## src/rtl/mix_columns_iter.sv

```systemverilog
// Iterative AES MixColumns: one 128-bit state register transformed in place, COLS_PER_CYCLE columns per clock.
// Optional macro MIX_COLUMNS_ITER_INV_EN adds an `inv` input selecting InvMixColumns.
module mix_columns_iter #(
  parameter int COLS_PER_CYCLE = 1
) (
  input  logic         clk,
  input  logic         rst_n,
  input  logic         in_valid,
  output logic         in_ready,
  input  logic [0:127] in_data,
  output logic         out_valid,
  input  logic         out_ready,
  output logic [0:127] out_data
`ifdef MIX_COLUMNS_ITER_INV_EN
  ,
  input  logic         inv
`endif
);

  if (COLS_PER_CYCLE != 1 && COLS_PER_CYCLE != 2 && COLS_PER_CYCLE != 4) begin : g_bad_cols
    $error("mix_columns_iter: COLS_PER_CYCLE must be 1, 2 or 4");
  end

  // col_idx wraps to 0 when all four columns go in one cycle
  localparam logic [1:0] COL_STEP = 2'(COLS_PER_CYCLE % 4);
  localparam logic [1:0] LAST_COL = 2'(4 - COLS_PER_CYCLE);

  typedef enum logic [1:0] {
    IDLE = 2'd0,
    BUSY = 2'd1,
    DONE = 2'd2
  } state_t;

  state_t       state;
  state_t       state_nxt;
  logic [0:127] st_reg;
  logic [0:127] st_next;
  logic [1:0]   col_idx;
  logic         accept;
`ifdef MIX_COLUMNS_ITER_INV_EN
  logic         inv_reg;
`endif

  function automatic logic [7:0] xtime(input logic [7:0] b);
    return {b[6:0], 1'b0} ^ (b[7] ? 8'h1b : 8'h00);
  endfunction

  // Row 0 sits in the upper byte of the packed column
  function automatic logic [31:0] mix_fwd(input logic [31:0] c);
    logic [7:0] s [4];
    logic [7:0] m2 [4];
    logic [31:0] r;
    for (int i = 0; i < 4; i++) begin
      s[i]  = c[31-8*i -: 8];
      m2[i] = xtime(s[i]);
    end
    r = '0;
    for (int i = 0; i < 4; i++) begin
      r[31-8*i -: 8] = m2[i] ^ m2[(i+1)%4] ^ s[(i+1)%4] ^ s[(i+2)%4] ^ s[(i+3)%4];
    end
    return r;
  endfunction

`ifdef MIX_COLUMNS_ITER_INV_EN
  function automatic logic [31:0] mix_inv(input logic [31:0] c);
    logic [7:0] s [4];
    logic [7:0] x2, x4, x8;
    logic [7:0] m9 [4];
    logic [7:0] mb [4];
    logic [7:0] md [4];
    logic [7:0] me [4];
    logic [31:0] r;
    for (int i = 0; i < 4; i++) begin
      s[i]  = c[31-8*i -: 8];
      x2    = xtime(s[i]);
      x4    = xtime(x2);
      x8    = xtime(x4);
      m9[i] = x8 ^ s[i];
      mb[i] = x8 ^ x2 ^ s[i];
      md[i] = x8 ^ x4 ^ s[i];
      me[i] = x8 ^ x4 ^ x2;
    end
    r = '0;
    for (int i = 0; i < 4; i++) begin
      r[31-8*i -: 8] = me[i] ^ mb[(i+1)%4] ^ md[(i+2)%4] ^ m9[(i+3)%4];
    end
    return r;
  endfunction
`endif

  always_comb begin
    logic [1:0]  idx;
    logic [31:0] col_in;
    st_next = st_reg;
    for (int j = 0; j < COLS_PER_CYCLE; j++) begin
      idx    = col_idx + 2'(j);
      col_in = st_reg[32*idx +: 32];
`ifdef MIX_COLUMNS_ITER_INV_EN
      st_next[32*idx +: 32] = inv_reg ? mix_inv(col_in) : mix_fwd(col_in);
`else
      st_next[32*idx +: 32] = mix_fwd(col_in);
`endif
    end
  end

  always_ff @(posedge clk or negedge rst_n) begin
    if (!rst_n) begin
      state <= IDLE;
    end else begin
      state <= state_nxt;
    end
  end

  always_comb begin
    state_nxt = state;
    case (state)
      IDLE: if (in_valid) state_nxt = BUSY;
      BUSY: if (col_idx == LAST_COL) state_nxt = DONE;
      DONE: if (out_ready) state_nxt = in_valid ? BUSY : IDLE;
      default: state_nxt = IDLE;
    endcase
  end

  // DONE releases in_ready with out_ready so accept and output handshake share an edge
  always_comb begin
    in_ready  = 1'b0;
    out_valid = 1'b0;
    case (state)
      IDLE: in_ready = 1'b1;
      DONE: begin
        in_ready  = out_ready;
        out_valid = 1'b1;
      end
      default: ;
    endcase
  end

  assign accept   = in_valid && in_ready;
  assign out_data = st_reg;

  always_ff @(posedge clk or negedge rst_n) begin
    if (!rst_n) begin
      st_reg  <= '0;
      col_idx <= '0;
`ifdef MIX_COLUMNS_ITER_INV_EN
      inv_reg <= 1'b0;
`endif
    end else if (accept) begin
      st_reg  <= in_data;
      col_idx <= '0;
`ifdef MIX_COLUMNS_ITER_INV_EN
      inv_reg <= inv;
`endif
    end else if (state == BUSY) begin
      st_reg  <= st_next;
      col_idx <= col_idx + COL_STEP;
    end
  end

endmodule

```

## config.mk

```make
export PLATFORM = sky130hd
export DESIGN_NAME = mix_columns_iter
export DESIGN_NICKNAME = d
export VERILOG_FILES = /design/src/rtl/mix_columns_iter.sv
export SDC_FILE = /design/constraint.sdc
export NUM_CORES = 1
export LEC_CHECK = 0
export BUFFER_PORTS_ARGS = -buffer_cell sky130_fd_sc_hd__buf_2
export CELL_PAD_IN_SITES_DETAIL_PLACEMENT = 0
export CELL_PAD_IN_SITES_GLOBAL_PLACEMENT = 1
export CORE_UTILIZATION = 39
export DETAILED_ROUTE_END_ITERATION = 8
export HOLD_SLACK_MARGIN = 0.05
export PLACE_DENSITY = 0.88
export RECOVER_POWER = 100
export SYNTH_ARGS = -nofsm -noshare
export SYNTH_HDL_FRONTEND = slang
export SYNTH_SLANG_ARGS = --single-unit
```

## constraint.sdc

```tcl
create_clock -name clk -period 2.96 [get_ports clk]
set_input_delay 0 -clock clk [delete_from_list [all_inputs] [get_ports clk]]
set_output_delay 0 -clock clk [all_outputs]
set_load 0.1 [all_outputs]
```

# Word-level counts from Yosys, hierarchy flattened
# Cells that the tools add are included.
dict set report op_classes {
  muxes 16
  reduce_logical 4
  n_eq_ne 6
  n_bitwise 21
  add_sub_neg 2
  shifts 3
}
# operator n
set op_table {}
lappend op_table {{2-to-1 mux 128 bit} 2}
lappend op_table {{variable shift 129 x 34 -> 128 bit (first input constant)} 1}
lappend op_table {{variable part select 128 x 33 -> 129 bit} 1}
lappend op_table {{variable part select 129 x 34 -> 128 bit} 1}
lappend op_table {{bitwise mux 128 bit} 1}
lappend op_table {{XOR 8 bit} 16}
lappend op_table {{negation 33 -> 34 bit} 1}
lappend op_table {{inverter 7 -> 33 bit} 1}
lappend op_table {{XOR 8 x 5 -> 8 bit} 4}
lappend op_table {{2-to-1 mux 5 bit} 4}
lappend op_table {{2-to-1 mux 2 bit} 5}
lappend op_table {{!= test 2 bit (second input constant)} 3}
lappend op_table {{case mux 2 bit (3 select lines)} 1}
lappend op_table {{== test 2 bit (second input constant)} 2}
lappend op_table {{AND reduction 3 bit} 1}
lappend op_table {{adder 2 x 1 -> 2 bit (second input constant)} 1}
lappend op_table {{== test 2 x 1 -> 1 bit (second input constant)} 1}
lappend op_table {{logical NOT 2 bit} 1}
lappend op_table {{2-to-1 mux 1 bit} 2}
lappend op_table {{case mux 1 bit (2 select lines)} 1}
lappend op_table {{nonzero test 2 bit} 1}
lappend op_table {{logical AND 1 bit} 1}
dict set report totals {
  regBits 132
  output_inout_bits 130
  elab_cells 55
  in_bits 132
}

# Logic depth before layout (Yosys ltp)
dict set report logic_depth {
  word_depth 12
  depth_mapped 8
  ltp_nobuf 5
}

# Worst setup path after synthesis
# No wires, ideal clock.
dict set report synth_path {
  path_type {flip-flop to flip-flop}
  start {register st_reg, in the netlist out_data[96]}
  end {register st_reg, in the netlist out_data[31]}
  stages_incl_launch_ff 6
  period_less_slack_ns 2.447
  t_required_ns 2.877
  setup_ns 0.083
  path_slack_ns 0.513
  t_arrival_ns 2.365
  n_path_buf 1
  cell_sequence {dfrtp_1 mux4_2 buf_4 xor2_1 xnor3_1 o21ai_0}
}
dict set report synth_via {
  elab_chain_cells 11
  elab_cells_between_ends 29
  cone_classes {shift (2); mux (7); bitwise (20)}
}
# item line
set synth_rtl {}
lappend synth_rtl {{from (decl)} 36} ;# logic [0:127] st_reg;
lappend synth_rtl {{from (signal assigned)} 149} ;# st_reg <= in_data;
lappend synth_rtl {{from (signal assigned)} 155} ;# st_reg <= st_next;
lappend synth_rtl {{variable part select 128 x 33 -> 129 bit (*)} 97} ;# col_in = st_reg[32*idx +: 32];
lappend synth_rtl {{2-to-1 mux 5 bit} 45} ;# return {b[6:0], 1'b0} ^ (b[7] ? 8'h1b : 8'h00);
lappend synth_rtl {{XOR 8 x 5 -> 8 bit} 45}
lappend synth_rtl {{XOR 8 bit (4 in a row)} 59} ;# r[31-8*i -: 8] = m2[i] ^ m2[(i+1)%4] ^ s[(i+1)%4] ^ s[(i+2)%4] ^ s[(i+3)%4];
lappend synth_rtl {{variable part select 129 x 34 -> 128 bit (*)} 101} ;# st_next[32*idx +: 32] = mix_fwd(col_in);
lappend synth_rtl {{bitwise mux 128 bit (*)} 101}
lappend synth_rtl {{2-to-1 mux 128 bit (*)} 154} ;# end else if (state == BUSY) begin
lappend synth_rtl {{2-to-1 mux 128 bit (*)} 148} ;# end else if (accept) begin
# Every way passes the cells marked *; elsewhere a longest branch is shown, timed or not. The select of a mux whose other input is x is not followed.
# A chain may end at the register's enable or synchronous reset.

# Final worst setup path
dict set report layout_path {
  start {register col_idx[0]}
  end {register st_reg, in the netlist out_data[100]}
}
dict set report layout_via {
  elab_chain_cells 12
  elab_cells_between_ends 32
  cone_classes {add/sub (1); shift (3); mux (7); bitwise (21)}
}
# item line
set layout_rtl {}
lappend layout_rtl {{from (decl)} 38} ;# logic [1:0] col_idx;
lappend layout_rtl {{from (signal assigned)} 156} ;# col_idx <= col_idx + COL_STEP;
lappend layout_rtl {{inverter 7 -> 33 bit (not written as such) (*)} {97, 101}}
lappend layout_rtl {{variable part select 128 x 33 -> 129 bit} 97}
lappend layout_rtl {{2-to-1 mux 5 bit} 45}
lappend layout_rtl {{XOR 8 x 5 -> 8 bit} 45}
lappend layout_rtl {{XOR 8 bit (4 in a row)} 59}
lappend layout_rtl {{variable part select 129 x 34 -> 128 bit} 101}
lappend layout_rtl {{bitwise mux 128 bit (*)} 101}
lappend layout_rtl {{2-to-1 mux 128 bit (*)} 154}
lappend layout_rtl {{2-to-1 mux 128 bit (*)} 148}
# Marks and branches as above.

==> out/metrics.cfg <==
[hold_path]
min_path_type=in2reg

[floorplan]
dieArea_sq_um=19600
coreArea_sq_um=18700
rows=50
ios=262
die_width_um=140
start_util_pct=39.7
die_height_um=140

[cells_and_area]
drive_gt1_share_pct=23.6
area_delta_synth_final_pct=44.1
fin_nets=1091
insertedDiodeCount=0
fillers=1617
final_cell_area_sq_um=10700

[cts]
clockBufferDepth=2
numCtsBuffers=17
cts_sinks=132
cts_resized=0
cts_setup_buffers=0
tritoncts=done
htreeDepth=4
clock_latency_ps=420
clk_pin_slew_ps=60
cts_root_buf=clkbuf_16

[outcome]
violations=max-capacitance violations, max-slew violations
status=finished, violations left

[critical_path]
arrival_ps=3000
critPathMaxFanout=11
crit_path_end=out_data[100]
end_kind=register
cp-startpoint=col_idx[0]
crit_required_ps=3290
rr_worst_depth=5
rr_endpoint=out_data[100]
startpoint_type=register
r2r_start=col_idx[0]
rrSetupSlack_ps=290
path_class=reg2reg

[global_routing]
antenna_found_initial=0
grt_max_degree=81
first_global_vias=6994
grt_pass1_wl_mm=39.9
grt_usage_pct=27.3
overflow=0

[route]
dr.pass1.iters=7
vias_per_cell=5.79
wl_mm=26.7
drtIter0Drc=451
drcViolationCount=0
ant_nets=0
avgRoutedWirePerCell_um=22.2
via_count=6962

[sta]
relSlewSlack_pct=-36.7
setup_viol=0
final-max-slew-violation-count=80
tightest_slew_ps=2050
finClkSkew_ps=9.15
hold_viol=0
rsz0062_at_grt=false
setup_tns_ps=0
fmax_ghz=0.374
min_period_ps=2670
fin_crit_sh_pct=90.2

[synth]
synth_fp_nets=712
ys_ff_latch=132
yosys_warnings=0
postSynthAreaPerCell_sq_um=12.9
syn_area_sq_um=7430
seq_area_frac_synth_pct=44.4
ys_types=33
netlist_instances=576

[placement]
post_dp_cell_area_sq_um=9070
gp_congestion=0.883
portBuffers=261
hpwl_mm=18.3

[run]
drv_cap=1

-- per-layer routing --
| metal | vias to the layer above | share of wire, % | global-route usage [%] |
|---|---|---|---|
| li1 | 3020 | - | - |
| met1 | 3466 | 42 | 35.7 |
| met2 | 420 | 48 | 44.8 |
| met3 | 56 | 7.6 | 5.20 |
| met4 | 0 | 3.1 | 10.9 |
| met5 | - | 0 | 0 |
-- repair_timing --
action,4_1_cts,5_1_grt
hold buffers,129,0
endpoints found under the hold margin,207,0
setup endpoints to repair,0,0
-- layout by cell type (no fill, tap or decap), types with 2 or more instances in the layout --
cell,synthesis,routed
buf_2,6,131
dfrtp_1,132,130
clkbuf_1,40,130
dlygate4sd3_1,0,129
a22oi_1,128,128
o21ai_0,56,125
xnor3_1,39,39
mux4_2,31,31
clkbuf_16,0,17
buf_4,1,15
xor2_1,12,13
xnor2_1,9,11
xor3_1,5,5
inv_6,0,5
buf_12,2,5
nor2_1,4,4
ha_1,4,4
clkinv_2,0,4
inv_1,3,3
a32oi_2,0,3
xnor2_2,5,3
o21ai_1,72,3
nor2b_1,2,2
nand2b_1,2,2
nand4_1,2,2
nand3_1,2,2
xnor2_4,2,2
o21bai_1,2,2
nand2_1,2,2
clkinvlp_4,0,2
clkinv_4,0,2
dfrtp_2,0,2
-- flip-flops by register name, summed over array words and instances, names as in the netlist --
name,count
col_idx,2
out_data,128
state,2
-- synth_stat cells --
library cell  instances  area [sq um]
buf_4                 1          7.51
nand2b_1              2          12.5
clkbuf_1             40           150
buf_2                 6          30.0
nand2_1               2          7.51
xnor2_4               2          55.1
xnor2_2               5          81.3
and2_1                1          6.26
nor2_1                4          15.0
inv_1                 3          11.3
a32oi_1               3          26.3
buf_6                 2          22.5
a31oi_1               1          6.26
o21ai_1              72           360
mux4_1                1          26.3
xor2_2                2          32.5
xor2_1               12           105
o21ai_0              56           280
and3_1                1          6.26
nand3_1               2          10.0
mux4_2               31           698
buf_12                2          40.0
ha_1                  4          50.1
and3b_1               1          8.76
xor3_1                5           119
nor2b_1               2          12.5
nand4_1               2          12.5
a22oi_1             128           961
xnor3_1              39           878
o21bai_1              2          15.0
a21oi_1               1          5.00
dfrtp_1             132          3300
xnor2_1               9          78.8
-- critical path, stage by stage, from the launching register on --
cell and delay (ps):
dfrtp_2 380, buf_4 260, mux4_1 850, xnor2_1 410
xnor3_1 470, o21ai_0 200
-- through the flow --
stage	cells	util [%]	setup WS [ps]	hold WS (ps)
2_1_floorplan	576	-	513	-296
3_3_place_gp	1041	48.5	420	72.0
3_5_place_dp	1041	48.5	371	85.7
4_1_cts	1202	58.4	359	118
5_1_grt	1202	57.3	118	177
6_report	1202	57.3	289	113
-- cell families after synthesis --
| group | count (synthesis) | share of synthesized area, % |
|---|---|---|
| xor+xnor | 74 | 18.2 |
| compound gates | 263 | 22.2 |
| flops | 132 | 44.4 |
| buf+inv | 54 | 3.52 |
| mux | 32 | 9.74 |
| simple gates | 17 | 1.23 |
| fa+ha+maj | 4 | 0.673 |
-- worst min path at each step --
stage,endpoint,depth (start not counted),slack (ps),startpoint
finish,state[1],3,110,out_ready
global route,state[1],3,180,out_ready
global placement,out_data[34],1,70,rst_n
floorplan,col_idx[0],0,-300,rst_n
detailed placement,out_data[34],1,90,rst_n
CTS,state[1],3,120,out_ready
-- layout make-up --
type | instances | area (sq um) | area share (%)
clock buffers | 18 | 439 | 4.10
clock inverters | 14 | 126 | 1.18
inverters | 3 | 11.3 | 0.105
multi-input cells | 390 | 3890 | 36.3
flip-flops and latches | 132 | 3310 | 30.9
well taps | 234 | 293 | 2.73
repair buffers | 411 | 2650 | 24.8
Power is not shown: default switching activity piles up to over one toggle a cycle in this logic, so the estimate is an artifact.
